[src/rtl/uart_tx_fifo_pkg.sv]
// rtl/uart_tx_fifo_pkg.sv - shared defines for the store-path UART transmitter
package uart_tx_fifo_pkg;

    localparam logic [31:0] UART_ADDR       = 32'h1000_0000;
    localparam int          DEFAULT_CLK_DIV = 868;
    localparam int          BAUD_W          = 16;

endpackage

[src/rtl/sync_fifo.sv]
// rtl/sync_fifo.sv - synchronous FIFO with occupancy count; writes while full are dropped
module sync_fifo #(
    parameter int DEPTH = 16,
    parameter int WIDTH = 8
) (
    input  logic                     clk,
    input  logic                     rst,
    input  logic                     push,
    input  logic [WIDTH-1:0]         push_data,
    input  logic                     pop,
    output logic [WIDTH-1:0]         pop_data,
    output logic                     full,
    output logic                     empty,
    output logic [$clog2(DEPTH):0]   level
);
    localparam int AW = $clog2(DEPTH);

    logic [WIDTH-1:0] mem [DEPTH];
    logic [AW-1:0]    rd_ptr;
    logic [AW-1:0]    wr_ptr;
    logic             do_push;
    logic             do_pop;

    // full is sampled before the edge, so a pop in the same cycle cannot rescue a write
    assign do_push  = push & ~full;
    assign do_pop   = pop & ~empty;
    assign full     = (level == (AW + 1)'(DEPTH));
    assign empty    = (level == '0);
    assign pop_data = mem[rd_ptr];

    always_ff @(posedge clk) begin
        if (rst) begin
            rd_ptr <= '0;
            wr_ptr <= '0;
            level  <= '0;
        end else begin
            if (do_push) begin
                mem[wr_ptr] <= push_data;
                wr_ptr      <= wr_ptr + 1'b1;
            end
            if (do_pop) begin
                rd_ptr <= rd_ptr + 1'b1;
            end
            case ({do_push, do_pop})
                2'b10:   level <= level + 1'b1;
                2'b01:   level <= level - 1'b1;
                default: level <= level;
            endcase
        end
    end

endmodule

[src/rtl/uart_tx_fifo.sv]
// rtl/uart_tx_fifo.sv - byte FIFO feeding an 8N1 serializer with back-to-back framing
module uart_tx_fifo
    import uart_tx_fifo_pkg::*;
#(
    parameter int CLK_DIV = DEFAULT_CLK_DIV,
    parameter int DEPTH   = 16
) (
    input  logic                   clk,
    input  logic                   rst,
    input  logic                   wr_en,
    input  logic [7:0]             wr_data,
    output logic                   full,
    output logic                   empty,
    output logic [$clog2(DEPTH):0] level,
    output logic                   busy,
    output logic                   overflow,
    output logic                   uart_tx
);
    typedef enum logic [1:0] {IDLE, START, DATA, STOP} state_t;

    state_t            state, state_nxt;
    logic [BAUD_W-1:0] baud_cnt, baud_nxt;
    logic [2:0]        bit_idx, bit_nxt;
    logic [7:0]        shift, shift_nxt;
    logic              tx_nxt;
    logic              pop;
    logic [7:0]        head;
    logic              bit_end;

    sync_fifo #(.DEPTH(DEPTH), .WIDTH(8)) u_fifo (
        .clk       (clk),
        .rst       (rst),
        .push      (wr_en),
        .push_data (wr_data),
        .pop       (pop),
        .pop_data  (head),
        .full      (full),
        .empty     (empty),
        .level     (level)
    );

    assign bit_end = (baud_cnt == BAUD_W'(CLK_DIV - 1));
    assign busy    = (state != IDLE);

    always_ff @(posedge clk) begin
        if (rst) begin
            state    <= IDLE;
            baud_cnt <= '0;
            bit_idx  <= '0;
            shift    <= '0;
            uart_tx  <= 1'b1;
            overflow <= 1'b0;
        end else begin
            state    <= state_nxt;
            baud_cnt <= baud_nxt;
            bit_idx  <= bit_nxt;
            shift    <= shift_nxt;
            uart_tx  <= tx_nxt;
            overflow <= wr_en & full;
        end
    end

    // uart_tx is registered, so each branch computes the line level for the coming cycle
    always_comb begin
        state_nxt = state;
        baud_nxt  = bit_end ? '0 : baud_cnt + 1'b1;
        bit_nxt   = bit_idx;
        shift_nxt = shift;
        tx_nxt    = uart_tx;
        pop       = 1'b0;
        case (state)
            IDLE: begin
                baud_nxt = '0;
                tx_nxt   = 1'b1;
                if (!empty) begin
                    pop       = 1'b1;
                    shift_nxt = head;
                    state_nxt = START;
                    tx_nxt    = 1'b0;
                end
            end
            START: begin
                if (bit_end) begin
                    state_nxt = DATA;
                    tx_nxt    = shift[0];
                end
            end
            DATA: begin
                if (bit_end) begin
                    bit_nxt = bit_idx + 1'b1;
                    if (bit_idx == 3'd7) begin
                        state_nxt = STOP;
                        tx_nxt    = 1'b1;
                    end else begin
                        shift_nxt = {1'b0, shift[7:1]};
                        tx_nxt    = shift[1];
                    end
                end
            end
            STOP: begin
                if (bit_end) begin
                    if (!empty) begin
                        pop       = 1'b1;
                        shift_nxt = head;
                        state_nxt = START;
                        tx_nxt    = 1'b0;
                    end else begin
                        state_nxt = IDLE;
                    end
                end
            end
            default: state_nxt = IDLE;
        endcase
    end

endmodule
[config.mk]
export PLATFORM = sky130hd
export DESIGN_NAME = uart_tx_fifo
export DESIGN_NICKNAME = d
export VERILOG_FILES = /design/src/rtl/uart_tx_fifo_pkg.sv /design/src/rtl/sync_fifo.sv /design/src/rtl/uart_tx_fifo.sv
export SDC_FILE = /design/constraint.sdc
export NUM_CORES = 1
export LEC_CHECK = 0
export CORE_AREA = 2 2 115 117
export DETAILED_ROUTE_END_ITERATION = 16
export DIE_AREA = 0 0 117 119
export PLACE_DENSITY = 0.81
export SETUP_SLACK_MARGIN = 0.1
export SLEW_MARGIN = 20
export SYNTH_ARGS = -nofsm -noshare
export SYNTH_HDL_FRONTEND = slang
export SYNTH_SLANG_ARGS = --single-unit
[constraint.sdc]
create_clock -name clk -period 8.9 [get_ports clk]
set_clock_uncertainty 0.1 [all_clocks]
set_input_delay 1.78 -clock clk [delete_from_list [all_inputs] [get_ports clk]]
set_output_delay 1.78 -clock clk [all_outputs]
set_load 0.02 [all_outputs]
======== Word level (Yosys, flattened, before mapping) ========
Memory sizes are Yosys's and may differ from the RTL's. A register that Yosys moved wholly into a read port is not among the register bits.
Index checks and enable logic that the tools add are counted.
storage, ports and cells
  register bits after elaboration ......... 44
  latch bits .............................. 0
  memory bits (writable) .................. 128
  memory bits (read-only) ................. 0
  bits of input ports ..................... 11
  output and inout bits ................... 10
  memories kept ........................... 1
memories
  name        words  bits a word  read ports  clocked after memory_dff  write ports  RTL line         source
  u_fifo.mem  16     8            1           1                         1            sync_fifo.sv:18  logic [WIDTH-1:0] mem [DEPTH];
operators by class
  add/subtract/negate cells ............... 6
  multipliers ............................. 0
  divide/modulo/power cells ............... 0
  $lt $le $gt $ge ......................... 0
  eq/ne operators ......................... 15
  shift-type cells ........................ 0
  mux-type cells .......................... 28
  bitwise gates (word level) .............. 5
  reductions and logical operators ........ 10
operators with widths
  kind                   number
  $mux 8                 4
  $pmux 8 s3             1
  $add 16x1->16 const B  1
  $eq 16x10->1 const B   1
  $ne 2x2->1 const B     7
  $mux 1                 12
  $mux 2                 5
  $pmux 5 s2             1
  $add 4x1->4 const B    2
  $mux 4                 2
  $pmux 2 s4             1
  $reduce_and 4->1       2
  $eq 2x2->1 const B     3
  $add 5x1->5 const B    1
  $eq 5x5->1 const B     1
  $logic_not 5->1        1
  $reduce_and 5->1       1
  $sub 5x1->5 const B    1
  $eq 2x1->1 const B     2
  $pmux 1 s4             1
  $reduce_bool 2->1      2
  $add 3x1->3 const B    1
  $and 1x1->1            3
  $eq 3x3->1 const B     1
  other kinds (6)        7

======== Longest topological paths before layout ========
Gate-level depths: netlist of run 1.
  depth in word-level cells ............... 7
  mapped depth ............................ 14

======== Hierarchy ========
Synthesis of run 1 repeated with hierarchy kept, for this count alone.
second synthesis, totals
  cells, all modules ...................... 492
  area, all modules ....................... 7420.9 um2
by module, submodules not included
  module        times used  cells each  area an instance (um2)
  sync_fifo     1           314         5805.6
  uart_tx_fifo  1           178         1615.3

======== Worst setup path before layout of run 1 ========
OpenSTA, ideal clock, no wires.
  path kind ............................... input -> register
  from .................................... input port wr_en
  to ...................................... register u_fifo.level[4]
  data arrival time ....................... 3.910 ns
  setup slack ............................. 4.820 ns
  stages .................................. 11
  path buffers ............................ 1
  cell sequence ........................... a21boi_0 inv_1 ha_1 clkbuf_1 xor2_1 ha_1 a21o_1 a22oi_1 o211a_1 or3_1 a21oi_1
between the ends
  cells in the longest elaborated chain, start to end .. 3
  elaborated cells between the ends (all ways) .. 5
  those cells by class .................... eq/ne: 2; mux: 1; bitwise: 1; reduce/logical: 1
RTL lines
  element                                                 RTL line            source
  start: declaration                                      uart_tx_fifo.sv:10  input logic wr_en,
  $and 1x1->1 (*)                                         sync_fifo.sv:25     assign do_push = push & ~full;
  $eq 2x1->1 / $eq 2x2->1 (equally long branches)         sync_fifo.sv:44     case ({do_push, do_pop})
  $pmux 5 s2 / $reduce_bool 2->1 (equally long branches)  n/a
  end signal: assignment                                  sync_fifo.sv:45     2'b10: level <= level + 1'b1;
  end signal: assignment                                  sync_fifo.sv:46     2'b01: level <= level - 1'b1;
  end signal: assignment                                  sync_fifo.sv:47     default: level <= level;
  end: declaration                                        sync_fifo.sv:14     output logic [$clog2(DEPTH):0] level
Mark *: on every way between the ends. The rest lies on a longest branch, timed or not.
A chain may end at the register's enable or synchronous reset.

======== Worst setup path after layout of run 1 ========
Same ends and word-level chain as after synthesis.

==> results.md, run 1 <==
* Setup Viol. Count Final at 0
* Synth warnings at 0
* CP cell instances: clkdlybuf4s50_1 -> a21boi_0 -> inv_1 -> ha_1 -> xor2_1 -> ha_1 -> a21o_1 -> a22oi_1 -> o211a_1 -> or3_1 -> a21oi_1
* Clk sinks at 176
* WP data required at 9160 ps
* Final setup margin at 4420 ps
* Die Area at roughly 0.014 mm²
* DRC at 0
* Hpwl dp at 9.43 mm
* Hold Buf Count CTS at 0
* Final min period at 4480 ps
* Crit-path max FO at 9
* Clock latency on the worst-skew pair at 430 ps
* Grt ovf at 0
* Outcome: complete, no violations
* Placed cell area at roughly 0.0077 mm²
* Total CTS buffers at 17
* Gp weighted congestion at 0.859
* Hold path depth at 1
* Layout Nets at 551
* Die height at roughly 120 µm
* Design Area, Final at 0.00826 mm²
* Critical R2R Capture: u_fifo.level[4]
* Hold endpoint: shift[3]
* Clock Tree Root: clkbuf_16
* Relative max-transition margin at between 30% and 40%
* Mean area per synthesized cell at between 10 and 15 µm²
* RR Startpoint: baud_cnt[3]
* VDD IR-drop max at 0.165 mV
* Post-Synthesis Cells at 505
* Most common cell after layout, fill and taps aside: edfxtp_1
* Max frequency at 0.223 GHz
* Total GRT Usage at 22.9%
* Total number of vias at around 4.3k
* Commonest non-fill, non-tap cells in the layout: edfxtp_1 (128), dfxtp_1 (47), nor2_1 (44), nand2_1 (26), mux4_2 (22)
* Die W at 117 µm
* Pin count of the biggest net entering global routing at 43
* Setup Fix Bufs, Post-CTS at 0
* CP max-delay cell: a21boi_0
* Slew Viols, Final at 0
* CTS H-tree lvls at 4
* Vias/cell at 6.01
* Dpl ws at 3970 ps
* Placed cell count at 680
* Crit path capture type: register
* PostCTS Resize Cnt at 0
* Row count at 42
* Post-DRT Antenna Nets at 0
* Post-synth EDFFs at 128
* CTS tree: yes
* Max-Cap Viols at 0
* Crit path largest cell delay at a little under 600 ps
* Initial antenna violation count at 0
* First-pass GRT wire length at 23.5 mm
* Layout cells sized above 1 at between 15 and 20%
* Final period utilization at between 50 and 60%
* Syn_nets at 533
* Async set-reset flop share out of synthesis at 0%
* Clock tree buffer depth at 2
* Final setup TNS at 0 ps
* Top_reg_cell synth: edfxtp_1
* Synthesized area at 0.00734 mm²
* FILL cells at 885
* WL per Instance at 20.7 µm
* Diode count at 0
* Worst slew pin tran at 1010 ps
* Port buffer count at 20
* Library cells used by synthesis at 55
* Reg2Reg Depth at 12
* Hold crit path type: reg2reg
* Core area at between 0.01 and 0.015 mm²
* RSZ-0062 raised after global routing: false
* Synth Register Bits at 176
* Startpoint types: primary input
* Worst Path Arrival at roughly 4700 ps
* CP dominant cell by count: ha_1
* Pwr Density at 266 mW/mm²
* DRT Pass-1 Iters at 6
* Crit path from: wr_en
* Routed Wire Length at 14.7 mm
* Initial Util at between 50 and 60%
* Vias in the first global route at 4329
* Fin cells at between 700 and 800
* # IOs at 21
* Synth-to-Final Area Change at 12.6%
* Leakage power total at 2.67 nW
* Worst reg2reg setup slack at 4850 ps
* Crit path kind: in2reg
* Clock-pin slew on the worst setup and hold paths at 60 ps
* Iter 0 DRT Violations at about 540
* Hold Crit Start: shift[3]
* Register area share after synthesis at about two thirds
* Final hold viol count at 0
registers in the layout (all words and copies together), names as in the netlist, named ones only:
| signal | flops |
|---|---|
| u_fifo.mem | 128 |
| baud_cnt | 16 |
| shift | 8 |
| u_fifo.level | 5 |
| u_fifo.rd_ptr | 4 |
| u_fifo.wr_ptr | 4 |
| bit_idx | 3 |
| state | 2 |
| overflow | 1 |
| uart_tx | 1 |
worst max-delay path by stage:
stage	slack, ps	end	cells after the start
2_1_floorplan	4820	u_fifo.level[4]	11
3_3_place_gp	4150	u_fifo.level[4]	11
3_5_place_dp	3970	u_fifo.mem[2][2]	6
4_1_cts	4400	u_fifo.mem[2][7]	6
5_1_grt	4250	u_fifo.level[4]	11
6_report	4420	u_fifo.level[4]	11
synthesized netlist by cell type, drive strengths merged, types with 4 or more instances:
cell    count  area share (%)
a211oi      5            0.51
a21oi      17             1.2
a32o        6            0.82
buf         6            0.46
clkbuf     17            0.87
dfxtp      48              13
edfxtp    128              52
ha         17             2.9
inv        14            0.72
mux2       21             3.2
mux2i       7            0.95
mux4       22             6.8
nand2      26             1.3
nand2b     13             1.1
nand3      13            0.89
nor2       45             2.3
nor2b       4            0.34
nor3        9            0.61
nor4        4            0.55
o21ai       9            0.61
o221ai     10             1.2
o22ai       5            0.43
or3         5            0.44
or4         5            0.51
xnor2       8            0.95
xor2       13             1.6
critical path, delay by kind of cell:
kind | cells | cell delay, ps
xor gates and xnor gates | 1 | 190
buffers and inverters | 2 | 680
adders and majority gates | 2 | 600
and+or+nand+nor | 1 | 300
AOI/OAI and AO/OA | 5 | 1200
layer usage:
metal	vias up	part of all wire, %	global-route usage [%]
met5	-	0	0
met4	0	2.1	7.50
met3	21	6.0	5.04
met2	168	52	37.9
met1	2121	40	30.0
li1	1969	-	-
where the power goes:
part	total (mW)	switching, mW	internal, mW	leakage (nW)
registers	0.972	0.0532	0.919	1.54
clock network	0.729	0.332	0.397	0.280
logic	0.494	0.274	0.220	0.844
layout make-up:
class                   count  area (µm²)  share of cell area [%]
multi-input cells         292        2390                    29.0
inverters                  14        52.6                   0.636
flip-flops and latches    176        4810                    58.2
clock buffers              19         433                    5.24
repair buffers             22         215                    2.61
clock inverters            13         138                    1.67
well taps                 176         220                    2.67
through the flow:
step | hold slack [ps] | util, % | power [mW]
after floorplan | 324 | - | 1.34
after global placement | 340 | 59.6 | 1.46
after detailed placement | 345 | 59.6 | 1.48
after CTS | 363 | 64.1 | 2.20
after global routing | 392 | 64.2 | 2.29
final | 365 | 64.2 | 2.20
cells by family after synthesis:
| logic type | after synthesis | synth area share (%) |
|---|---|---|
| adder cells (fa/ha/maj) | 17 | 2.90 |
| XOR/XNOR | 21 | 2.51 |
| flip-flops | 176 | 65.5 |
| AO/OA/AOI/OAI | 69 | 6.82 |
| AND/OR/NAND/NOR | 135 | 9.33 |
| multiplexers | 50 | 10.9 |
| buffers and inverters | 37 | 2.05 |
Power figures use the tool's default switching activity.
==> inputs of run 2 (changes only) <==
--- a/config.mk
+++ b/config.mk
@@ -5,10 +5,10 @@
 export SDC_FILE = /design/constraint.sdc
 export NUM_CORES = 1
 export LEC_CHECK = 0
-export CORE_AREA = 2 2 115 117
+export CORE_AREA = 2 2 119 121
 export DETAILED_ROUTE_END_ITERATION = 16
-export DIE_AREA = 0 0 117 119
-export PLACE_DENSITY = 0.81
+export DIE_AREA = 0 0 121 123
+export PLACE_DENSITY = 0.79
 export SETUP_SLACK_MARGIN = 0.1
 export SLEW_MARGIN = 20
 export SYNTH_ARGS = -nofsm -noshare
==> constraint.sdc (replaced) <==
create_clock -name clk -period 4.1 [get_ports clk]
set_clock_uncertainty 0.1 [all_clocks]
set_input_delay 0.82 -clock clk [delete_from_list [all_inputs] [get_ports clk]]
set_output_delay 0.82 -clock clk [all_outputs]
set_load 0.02 [all_outputs]
==> results.md, run 2 (synthesized netlist as in run 1, its figures left out) <==
* # IOs at 21 (unchanged)
* Hpwl dp at 9.36 mm (was 9.43 mm)
* Total GRT Usage at 21.6% (was 22.9%)
* Routed Wire Length at 14.9 mm (was 14.7 mm)
* Clock-pin slew on the worst setup and hold paths at 60 ps (about the same)
* Port buffer count at 20 (unchanged)
* Most flops, register: u_fifo.mem (unchanged)
* Die Area at 0.0149 mm² (was 0.0139 mm²)
* Most common cell after layout, fill and taps aside: edfxtp_1 (unchanged)
* Crit path capture type: register (unchanged)
* Hold Crit Start: shift[5] (was shift[3])
* Combinational power share at 23.2% (was 22.5%)
* Post-DRT Antenna Nets at 0 (unchanged)
* DRT met1 WL at 6.08 mm (was 5.84 mm)
* Internal power at 3.44 mW (was 1.54 mW)
* Max reg flops at 128 (unchanged)
* VDD IR-drop max at 0.378 mV (was 0.165 mV)
* Synth-to-Final Area Change at 14.2% (was 12.6%)
* Diode count at 0 (unchanged)
* Final min period at 3590 ps
* DR top layer: met4 (unchanged)
* Vias/cell at 5.99 (was 6.01)
* Setup Fix Bufs, Post-CTS at 0 (unchanged)
* Pin count of the biggest net entering global routing at 38 (was 43)
* Total number of vias at 4365 (was 4279)
* Final setup TNS at 0 ps (unchanged)
* Max-Cap Viols at 0 (unchanged)
* Core area at 0.0136 mm² (was 0.0129 mm²)
* WP data required at 4370 ps (was 9160 ps)
* Hold endpoint: shift[5] (was shift[3])
* CTS H-tree lvls at 4 (unchanged)
* Crit path kind: reg2reg (was in2reg)
* Hold path depth at 1 (unchanged)
* Hold Buf Count CTS at 0 (unchanged)
* Final hold viol count at 0 (unchanged)
* Clock power share at 33.7% (was 33.2%)
* Leakage power total at 2.74 nW (was 2.67 nW)
* Met3 routed WL at 767 µm (was 881 µm)
* Critical R2R Capture: u_fifo.level[4] (unchanged)
* Clock tree buffer depth at 2 (unchanged)
* Initial antenna violation count at 0 (unchanged)
* Hold crit path type: reg2reg (unchanged)
* Routed wl met2 at 7.79 mm (was 7.69 mm)
* Power Total at 4.81 mW (was 2.20 mW)
* PostCTS Resize Cnt at 0 (unchanged)
* Commonest non-fill, non-tap cells in the layout: edfxtp_1 (128), dfxtp_1 (47), nor2_1 (44), nand2_1 (26), mux4_2 (22) (unchanged)
* Vias in the first global route at 4448 (was 4329)
* DRT Pass-1 Iters at 5 (was 6)
* Crit-path max FO at 9 (unchanged)
* Grt ovf at 0 (unchanged)
* Iter 0 DRT Violations at 357 (was 544)
* Outcome: complete, no violations (unchanged)
* Setup Viol. Count Final at 0 (unchanged)
* Reg2Reg Depth at 12 (unchanged)
* Worst reg2reg setup slack at 510 ps (was 4850 ps)
* Switch Pwr at 1.37 mW (was 659 µW)
* WL per Instance at 20.5 µm (was 20.7 µm)
* Clock latency on the worst-skew pair at 430 ps (about the same)
* Seq pwr share at 43.1% (was 44.3%)
* Startpoint types: register (was primary input)
* Fin cells at 729 (was 712)
* Placed cell area at 0.00779 mm² (was 0.00768 mm²)
* Top flop regs: u_fifo.mem x128, baud_cnt x16, shift x8 (unchanged)
* RR Startpoint: baud_cnt[3] (unchanged)
* Hold Slack at 364 ps (was 365 ps)
* CTS tree: yes (unchanged)
* Layout Nets at 565 (was 551)
* Sw Ratio at 28.5% (was 30.0%)
* Worst Path Arrival at 3860 ps (was 4740 ps)
* Gp weighted congestion at 0.817 (was 0.859)
* DRC at 0 (unchanged)
* Placed cell count at 698 (was 680)
* Relative max-transition margin at 41.3% (was 32.2%)
* Layout cells sized above 1 at 17.5% (was 16.2%)
* Final period utilization at 87.6%
* Clock Tree Root: clkbuf_16 (unchanged)
* Row count at 43 (was 42)
* Clk sinks at 176 (unchanged)
* Initial Util at 53.9% (was 57.0%)
* Design Area, Final at 0.00838 mm² (was 0.00826 mm²)
* Pwr Density at 574 mW/mm² (was 266 mW/mm²)
* RSZ-0062 raised after global routing: false (unchanged)
* Slew Viols, Final at 0 (unchanged)
* Max frequency at 0.278 GHz
* Total CTS buffers at 17 (unchanged)
* First-pass GRT wire length at 23.6 mm (was 23.5 mm)
* Die W at 121 µm (was 117 µm)
* Die height at 123 µm (was 119 µm)
* Worst slew pin tran at 877 ps (was 1010 ps)
==> run 2: power groups by stage <==
stage	Clock (mW)	Sequential (mW)	Combinational, mW
final	1.62	2.07	1.12
after global routing	1.71	2.09	1.23
after CTS	1.64	2.07	1.12
after detailed placement	0	2.11	1.10
after global placement	0	2.10	1.06
after floorplan	0	2.10	0.799
==> run 2: worst max path at each step <==
stage | start | slack, ps | to | cells past startpoint
floorplan | baud_cnt[3] | 760 | u_fifo.level[4] | 13
global placement | wr_en | 690 | u_fifo.level[4] | 12
detailed placement | wr_en | 560 | u_fifo.level[4] | 12
CTS | baud_cnt[3] | 510 | u_fifo.level[4] | 12
global route | baud_cnt[8] | 250 | u_fifo.level[4] | 12
finish | baud_cnt[3] | 510 | u_fifo.level[4] | 12
==> run 2: area by class of cell <==
class	count	area [µm²]
tap	180	225
multi-input combinational	292	2380
clock inverter	12	158
timing repair buffer	36	320
clock buffer	19	433
fill	962	5230
inverter	14	52.6
sequential	176	4810
==> run 2: critical path, cell delays in order, from the launching register on <==
cell	delay, ps
dfxtp_1	350
or4_1	580
nor4_4	330
a21oi_1	220
nor2_1	220
ha_1	380
xor2_1	210
ha_1	250
a21o_1	140
a22oi_1	80
o211a_1	230
or3_1	310
a21oi_1	140
==> run 2: stage by stage <==
step,setup slack (ps),util [%]
floorplan,758,-
global placement,692,57.2
detailed placement,557,57.2
CTS,514,61.5
global route,252,61.5
finish,507,61.5
==> run 2: per-layer routing <==
layer / GRT usage, % / up-vias
met1: 26.4 / 2209
met5: 0 / -
li1: - / 1989
met2: 37.2 / 139
met3: 5.58 / 28
met4: 7.99 / 0
